## src/rtl/full_adder.sv

```systemverilog
// Single-bit full adder: combinational sum/carry plus a registered side that can
// also accumulate a WIDTH-bit word serially with carry feedback.
module full_adder #(
  parameter int WIDTH = 8
) (
  input  logic             clk,
  input  logic             rst,
  input  logic             a,
  input  logic             b,
  input  logic             cin,
  output logic             sum,
  output logic             carry,
  input  logic             valid_in,
  input  logic             serial_mode,
  input  logic             start,
  output logic             sum_q,
  output logic             carry_q,
  output logic             valid_q,
  output logic [WIDTH-1:0] word_q,
  output logic             word_done
);

  localparam int CW = $clog2(WIDTH + 1);
  localparam logic [CW-1:0] CNT_MAX = CW'(WIDTH);

  logic             cin_eff;
  logic             sum_d, carry_d, valid_d, word_done_d, word_done_q;
  logic             carry_fb_d, carry_fb_q, mode_d, mode_q;
  logic [WIDTH-1:0] word_d;
  logic [CW-1:0]    cnt_d, cnt_q, cnt_base, cnt_inc;

  // Zero-latency adder; serial mode chains the previous beat's carry unless start.
  always_comb begin
    cin_eff = (serial_mode && !start) ? carry_fb_q : cin;
    sum     = a ^ b ^ cin_eff;
    carry   = (a & b) | (a & cin_eff) | (b & cin_eff);
  end

  always_comb begin
    sum_d       = sum_q;
    carry_d     = carry_q;
    carry_fb_d  = carry_fb_q;
    word_d      = word_q;
    valid_d     = valid_in;
    word_done_d = 1'b0;
    mode_d      = serial_mode;
    // A mode change abandons any partial word; the shift register keeps its bits.
    cnt_base    = (serial_mode != mode_q) ? '0 : cnt_q;
    cnt_d       = cnt_base;
    cnt_inc     = start ? CW'(1) : cnt_base + CW'(1);
    if (valid_in) begin
      sum_d   = sum;
      carry_d = carry;
      if (serial_mode) begin
        carry_fb_d = carry;
        word_d     = {sum, word_q[WIDTH-1:1]};
        if (cnt_inc == CNT_MAX) begin
          cnt_d       = '0;
          word_done_d = 1'b1;
        end else begin
          cnt_d = cnt_inc;
        end
      end
    end
  end

  always_ff @(posedge clk) begin
    if (rst) begin
      sum_q       <= 1'b0;
      carry_q     <= 1'b0;
      valid_q     <= 1'b0;
      word_q      <= '0;
      word_done_q <= 1'b0;
      carry_fb_q  <= 1'b0;
      cnt_q       <= '0;
      mode_q      <= 1'b0;
    end else begin
      sum_q       <= sum_d;
      carry_q     <= carry_d;
      valid_q     <= valid_d;
      word_q      <= word_d;
      word_done_q <= word_done_d;
      carry_fb_q  <= carry_fb_d;
      cnt_q       <= cnt_d;
      mode_q      <= mode_d;
    end
  end

  assign word_done = word_done_q;

endmodule

```

## config.mk

```make
export PLATFORM = sky130hd
export DESIGN_NAME = full_adder
export DESIGN_NICKNAME = d
export VERILOG_FILES = /design/src/rtl/full_adder.sv
export SDC_FILE = /design/constraint.sdc
export NUM_CORES = 1
export LEC_CHECK = 0
export BUFFER_PORTS_ARGS = -buffer_cell sky130_fd_sc_hd__buf_2
export CAP_MARGIN = 20
export CELL_PAD_IN_SITES_DETAIL_PLACEMENT = 0
export CELL_PAD_IN_SITES_GLOBAL_PLACEMENT = 2
export CORE_MARGIN = 2
export CORE_UTILIZATION = 26
export CTS_BUF_LIST = sky130_fd_sc_hd__clkbuf_8
export DETAILED_ROUTE_END_ITERATION = 16
export GPL_ROUTABILITY_DRIVEN = 0
export PLACE_DENSITY = 0.86
export SETUP_SLACK_MARGIN = 0.02
export SLEW_MARGIN = 20
export SYNTH_ARGS = -nofsm -noshare
export SYNTH_HDL_FRONTEND = slang
export SYNTH_SLANG_ARGS = --single-unit
```

## constraint.sdc

```tcl
create_clock -name clk -period 1.6 [get_ports clk]
set_clock_uncertainty 0.2 [all_clocks]
set_input_delay 0.16 -clock clk [delete_from_list [all_inputs] [get_ports clk]]
set_output_delay 0.16 -clock clk [all_outputs]
set_load 0.02 [all_outputs]
```

# == Word level (Yosys, flattened, before mapping) ==
# Index checks and enable logic that the tools add are counted.
# totals
elab_cells,31
input_bits,8
register_bits,18
# classes
mux,7
n_reduce_logical,4
add_sub_neg,1
bitwise,9
eq_ne,2
# op_table
cell,n
$mux W4,5
$add A4 B1 Y4 const B,1
$eq A4 B4 Y1 const B,1
$and A1 B1 Y1,3
$reduce_or A3 Y1,1
$mux W1,2
$not A1 Y1,2
$or A1 B1 Y1,2
$reduce_and A2 Y1,1
$xor A1 B1 Y1,2
$logic_and A1 B1 Y1,1
$logic_not A1 Y1,1
$ne A1 B1 Y1,1

# == Logic depth before layout (Yosys ltp) ==
# Gate-level depths: netlist of the first run.
# depth
word_depth,8
depth_mapped,5
mapped_depth_nobuf,4

# == Worst setup path after synthesis of the first run ==
# Ideal clock, no wire load.
# synth_timing
kind,input-to-output
startpoint,in serial_mode
endpoint,out sum
stages,5
setup_slack_ps,14
arrival_ps,1226
required_time_ps,1240
path_cell_list,buf_6 > nand2b_1 > mux2i_1 > fa_1 > inv_1
# synth_via
elab_chain_len,3
# synth_lines
item,line,text
"start, declared",14,"input logic serial_mode,"
$logic_and A1 B1 Y1,34,cin_eff = (serial_mode && !start) ? carry_fb_q : cin;
$mux W1,34,
$xor A1 B1 Y1,35,sum = a ^ b ^ cin_eff;
"end, declared",11,"output logic sum,"
# Every way passes these cells.

# == Worst setup path after layout of the first run ==
# layout_timing
startpoint,reg carry_fb_q
endpoint,out sum
# layout_via
elab_chain_len,2
# layout_lines
item,line,text
"start, declared",28,"logic carry_fb_d, carry_fb_q, mode_d, mode_q;"
"start signal, assigned",83,carry_fb_q <= carry_fb_d;
$mux W1,34,
$xor A1 B1 Y1,35,
# Every way passes these cells.

==> results.cfg, run 1 <==
[clocking]
cts_tree = yes
root_buffer = clkbuf_8
clk_latency_ns = 0.24
numCtsBuffers = 3
cts_sinks = 18
h-tree-depth = 1
clk_pin_slew_worst_paths_ns = 0.06
cts.path.max_buffers = 2

[routing]
dr.first_iter.drc_count = 6
finalWirelength_um = 1482
via_per_inst = 4.664
antenna_left = 0
vias = 653
drc_errors = 0
first_pass_iters = 4
wl_per_cell_um = 10.59

[timing]
fmax_mhz = 566.9
rsz0062_at_grt = true
max_slew.worst_pin.slew_ns = 0.3988
setup_tns_ns = -0.1639
maxSlewHeadroom_pct = 73.41
fin_crit_sh_pct = 110.2
finalHoldViolCount = 0
post-route-min-period_ns = 1.764
finalSetupViolCount = 1
setup_ws_ns = -0.1639
drv_slew = 0

[worst_setup_path]
critPathMaxFanout = 3
cp_slowest_cell = fa_2
max_stage_delay_ns = 0.49
crit_path_cell_trace = mux2i_2 > fa_2 > inv_2 > buf_6
critPathRequiredTime_ns = 1.24
crit_type = register to primary output
cp.arrival_ns = 1.40
startpoint_type = register
cp-end-kind = primary output

[grt]
grt_pass1_vias = 585
grt-ovfl-total = 0
track_usage_pct = 9.544
grt_pass1_wl_um = 2511
grt_max_degree = 17
antenna_found_initial = 0

[power_and_ir_drop]
p_switching_uw = 217.7
leakagePower_nw = 0.3908
vdd_drop_max_v = 0.0003483
p_per_area_nw_per_um2 = 960.1
p_total_uw = 903.3
combPwrFrac_pct = 14.6
power.clock.fraction_pct = 33.1
power_frac_seq_pct = 52.2
p_sw_share_pct = 24.10
internal-power_uw = 685.6

[run_status]
violations = setup timing
status = finished, violations left

[floorplanning]
initial_core_util_pct = 27.05
dieArea_um2 = 3261
die_x_um = 57.11
core-area_um2 = 2710
rows = 19
die_y_um = 57.11
ios = 22

[placement]
dp_hpwl_um = 1081
port_buffers = 21
place_ws_ns = -0.1020

[synthesis]
avgSynthCellArea_um2 = 8.626
postSynthCellCount = 85
synth_edf_count = 0
synthTopCellsByCount = dfxtp_1 (18), nand2_1 (17), a21oi_1 (9), nor2_1 (7), inv_1 (5)
ys_types = 27
seq_area_frac_synth_pct = 49.15
synth.most_common_cell = dfxtp_1
synth-async-reset-ratio_pct = 0
netlist.top_cell.by_area = dfxtp_1
yosysWarnings = 0
netlist_area_um2 = 733.2
ys_top_cells_by_area = dfxtp_1 (49%), nand2_1 (8.7%), a21oi_1 (6.1%), a211oi_1 (4.1%), nor2_1 (3.6%)
ys_seq_elements = 18
synth_top_area_share_pct = 49.15
synthFlopType = dfxtp_1
synthesis.nets = 94

[final_layout]
synthToLayoutAreaGrowth_pct = 28.33
n_antenna_cell = 0
fin_nets = 120
layout-drive-gt1-share_pct = 31.19

[job]
max-cap-violations = 0

[min_path]
min_path_type = input pin to register
[metrics by stage]
| stage | hold slack, ns | utilization (%) | area [um^2] | instances |
|---|---|---|---|---|
| after floorplan | 0.03161 | - | 733.2 | 85 |
| after detailed placement | 0.2146 | 32.18 | 872.1 | 136 |
| after global placement | 0.2208 | 32.18 | 872.1 | 136 |
| after CTS | 0.04085 | 33.93 | 919.6 | 139 |
| after global routing | 0.07163 | 34.72 | 940.9 | 140 |
| final | 0.05025 | 34.72 | 940.9 | 140 |
[critical path: cells and delay by family, from the launching register on]
family,cells,cell delay [ns]
adder cells (fa/ha/maj),1,0.49
flip-flops,1,0.33
multiplexers,1,0.17
buffers and inverters,2,0.17
[power by group through the flow]
stage	clock network [mW]	logic (mW)	registers [mW]
global route	0.331	0.145	0.473
finish	0.299	0.132	0.472
CTS	0.308	0.124	0.471
detailed placement	0	0.117	0.481
floorplan	0	0.0682	0.490
global placement	0	0.116	0.481
[flip-flops by register name (all words and copies together) (netlist names)]
signal      cells
word_done       1
cnt_q           4
sum_q           1
carry_fb_q      1
word_q          8
valid_q         1
mode_q          1
carry_q         1
[what timing repair did]
item	in CTS	in global routing
hold buffers	0	0
endpoints found under the hold margin	0	0
setup buffers	0	1
setup endpoints to repair	2	3
resized for setup	2	6
pin swaps	0	0
[cells by family (layout without fill, tap and decap cells)]
group                    count (synthesis)  after routing  share of synthesized area (%)
AO/OA/AOI/OAI                           19             19                          16.38
flip-flops                              18             18                          49.15
multiplexers                             1              1                          1.365
buffers and inverters                    9             33                          6.313
AND/OR/NAND/NOR                         37             37                          24.06
adder cells (fa/ha/maj)                  1              1                          2.730
[final cells by class]
| cell class | instances | area (um^2) |
|---|---|---|
| sequential | 18 | 361.6 |
| clock buffer | 3 | 41.29 |
| multi-input combinational | 58 | 332.8 |
| fill | 290 | 1769 |
| tap | 31 | 38.79 |
| inverter | 5 | 18.77 |
| timing repair buffer | 25 | 147.6 |
[worst paths after layout]
path              slack [ns]              endpoint  cells past startpoint                     from
setup reg to reg        0.10    sum_q$_SDFFE_PP0P_                      3  carry_fb_q$_SDFFE_PP0P_
setup / recovery       -0.16                   sum                      4  carry_fb_q$_SDFFE_PP0P_
hold / removal          0.05    sum_q$_SDFFE_PP0P_                      2                 valid_in
hold reg to reg         0.23  word_done$_SDFF_PP0_                      1      cnt_q[3]$_SDFF_PP0_
[metal layers]
layer	wire length (um)	GRT usage, %	up-vias
met3	66	0.9070	2
met5	0	0	-
met4	21	4.983	0
met1	716	12.48	299
li1	-	-	336
met2	678	15.60	16
[placed cells by master (no fill, tap or decap), types with 2 or more instances in the layout]
cell,count
nor2_1,7
nand2_1,17
clkbuf_8,3
nor3_1,2
inv_2,2
a21oi_1,9
a211oi_1,4
nor2b_1,3
dfxtp_1,17
buf_6,2
inv_1,3
buf_4,4
buf_2,19
nand2b_1,2
(Power assumes the default switching activity.)
==> run 2: changes to the inputs <==
--- a/config.mk
+++ b/config.mk
@@ -7,14 +7,14 @@
 export LEC_CHECK = 0
 export BUFFER_PORTS_ARGS = -buffer_cell sky130_fd_sc_hd__buf_2
 export CAP_MARGIN = 20
-export CELL_PAD_IN_SITES_DETAIL_PLACEMENT = 0
-export CELL_PAD_IN_SITES_GLOBAL_PLACEMENT = 2
+export CELL_PAD_IN_SITES_DETAIL_PLACEMENT = 1
+export CELL_PAD_IN_SITES_GLOBAL_PLACEMENT = 1
 export CORE_MARGIN = 2
-export CORE_UTILIZATION = 26
+export CORE_UTILIZATION = 34
 export CTS_BUF_LIST = sky130_fd_sc_hd__clkbuf_8
 export DETAILED_ROUTE_END_ITERATION = 16
 export GPL_ROUTABILITY_DRIVEN = 0
-export PLACE_DENSITY = 0.86
+export PLACE_DENSITY = 0.88
 export SETUP_SLACK_MARGIN = 0.02
 export SLEW_MARGIN = 20
 export SYNTH_ARGS = -nofsm -noshare
==> run 2 against run 1 <==
Net effect:
- the run still ends with setup timing left
- utilization rose by 12 points
- cell count fell by 2.9%
- sequential cell count did not move
- critical path type unchanged
- critical endpoint unchanged
- largest cell class unchanged
==> results.cfg, run 2 (same netlist as run 1, synthesis figures left out) <==
[grt]
grt_pass1_wl_um = 3111
grt_pass1_vias = 678
track_usage_pct = 16.51
grt-ovfl-total = 0
antenna_found_initial = 0
grt_max_degree = 17

[clocking]
h-tree-depth = 1
clk_latency_ns = 0.25
numCtsBuffers = 3
root_buffer = clkbuf_8
cts.path.max_buffers = 2
cts_sinks = 18
cts_tree = yes
clk_pin_slew_worst_paths_ns = 0.07

[routing]
wl_met1_um = 846
topRoutingLayerUsed = met4
finalWirelength_um = 1894
drc_errors = 0
wl_per_cell_um = 13.93
first_pass_iters = 4
dr.first_iter.drc_count = 5
via_per_inst = 5.051
vias = 687
antenna_left = 0
wl_met2_um = 956
wl_met3_um = 56

[floorplanning]
initial_core_util_pct = 36.62
die_y_um = 50.44
dieArea_um2 = 2544
core-area_um2 = 2002
ios = 22
rows = 16
die_x_um = 50.44

[timing]
drv_slew = 0
post-route-min-period_ns = 1.783
fin_crit_sh_pct = 111.5
setup_ws_ns = -0.1834
maxSlewHeadroom_pct = 74.63
max_slew.worst_pin.slew_ns = 0.3806
rsz0062_at_grt = true
holdWs_ns = 0.04879
finalSetupViolCount = 2
fmax_mhz = 560.7
finalHoldViolCount = 0

[worst_setup_path]
reg2reg_from = carry_fb_q$_SDFFE_PP0P_
critPathMaxFanout = 2
max_stage_delay_ns = 0.48
cp.arrival_ns = 1.42
crit_path_cell_trace = mux2i_2 > fa_1 > inv_2 > buf_6
cp_slowest_cell = fa_1
r2r-end = sum_q$_SDFFE_PP0P_
regToRegSetupSlack_ns = 0
startpoint_type = register
crit_type = register to primary output
cp-end-kind = primary output
reg2reg_depth = 4
critPathRequiredTime_ns = 1.24

[placement]
placed_cells = 131
port_buffers = 21
dp_hpwl_um = 1287

[min_path]
hold_depth = 2
min_path_type = input pin to register
hold_path_end = carry_q$_SDFFE_PP0P_
hold_start = valid_in

[final_layout]
fin_nets = 119
regMostFlops = word_q
synthToLayoutAreaGrowth_pct = 28.67
fin_util_pct = 47.13
fin_cells = 136
layout-drive-gt1-share_pct = 31.19
final_common_cell = buf_2
largest_reg_flops = 8
top_regs = word_q: 8 flops, cnt_q: 4 flops
n_antenna_cell = 0
final_cell_mix = buf_2 (20), nand2_1 (17), dfxtp_1 (17)

[power_and_ir_drop]
p_per_area_nw_per_um2 = 1044
vdd_drop_max_v = 0.0004677
leakagePower_nw = 0.3955

[job]
max-cap-violations = 0

[run_status]
status = finished, violations left
violations = setup timing
==> run 2: per-layer routing <==
metal  GRT usage (%)  vias to the layer above
met4           8.108                        0
li1                -                      331
met5               0                        -
met2           28.51                       17
met1           20.30                      335
met3           1.786                        4
==> run 2: stage by stage <==
stage / setup WS (ns) / power, mW / area, um^2 / setup TNS (ns)
after CTS: -0.2089 / 0.9897 / 943.4 / -0.3789
after global placement: -0.1304 / 0.5937 / 859.6 / -0.2551
final: -0.1834 / 0.9845 / 943.4 / -0.2627
after global routing: -0.2175 / 1.025 / 943.4 / -0.4278
after detailed placement: -0.1744 / 0.5977 / 859.6 / -0.4956
after floorplan: 0.02149 / 0.5583 / 733.2 / 0
==> run 2: where the power goes <==
| part | internal (mW) | switching, mW | leakage [nW] | total (mW) |
|---|---|---|---|---|
| sequential | 0.461 | 0.0117 | 0.147 | 0.473 |
| combinational | 0.0561 | 0.0787 | 0.220 | 0.135 |
| clock | 0.219 | 0.158 | 0.0288 | 0.377 |
==> run 2: final cells by class <==
type                       instances  area (um^2)
clock buffer                       4        55.05
fill                             257         1059
inverter                           5        18.77
multi-input combinational         58        340.3
sequential                        18        361.6
tap                               27        33.78
timing repair buffer              24        133.9
==> run 2: worst max-delay path, delay by kind of cell, from the launching register on <==
family,cells,cell delay [ns]
fa+ha+maj,1,0.48
flops,1,0.33
mux,1,0.18
buf+inv,2,0.18
==> run 2: how the worst max path moves through the flow <==
stage | cells past startpoint | endpoint | startpoint | slack (ns)
floorplan | 5 | sum_q$_SDFFE_PP0P_ | serial_mode | 0.02
global placement | 6 | sum | start | -0.13
detailed placement | 6 | sum | start | -0.17
CTS | 4 | sum | carry_fb_q$_SDFFE_PP0P_ | -0.21
global route | 4 | sum | carry_fb_q$_SDFFE_PP0P_ | -0.22
finish | 4 | sum | carry_fb_q$_SDFFE_PP0P_ | -0.18
==> run 2: what timing repair did <==
action,in CTS,in global routing
setup endpoints to repair,3,4
pin swaps,2,1
hold buffers,0,0
gates resized for setup,6,0
setup buffers,1,0
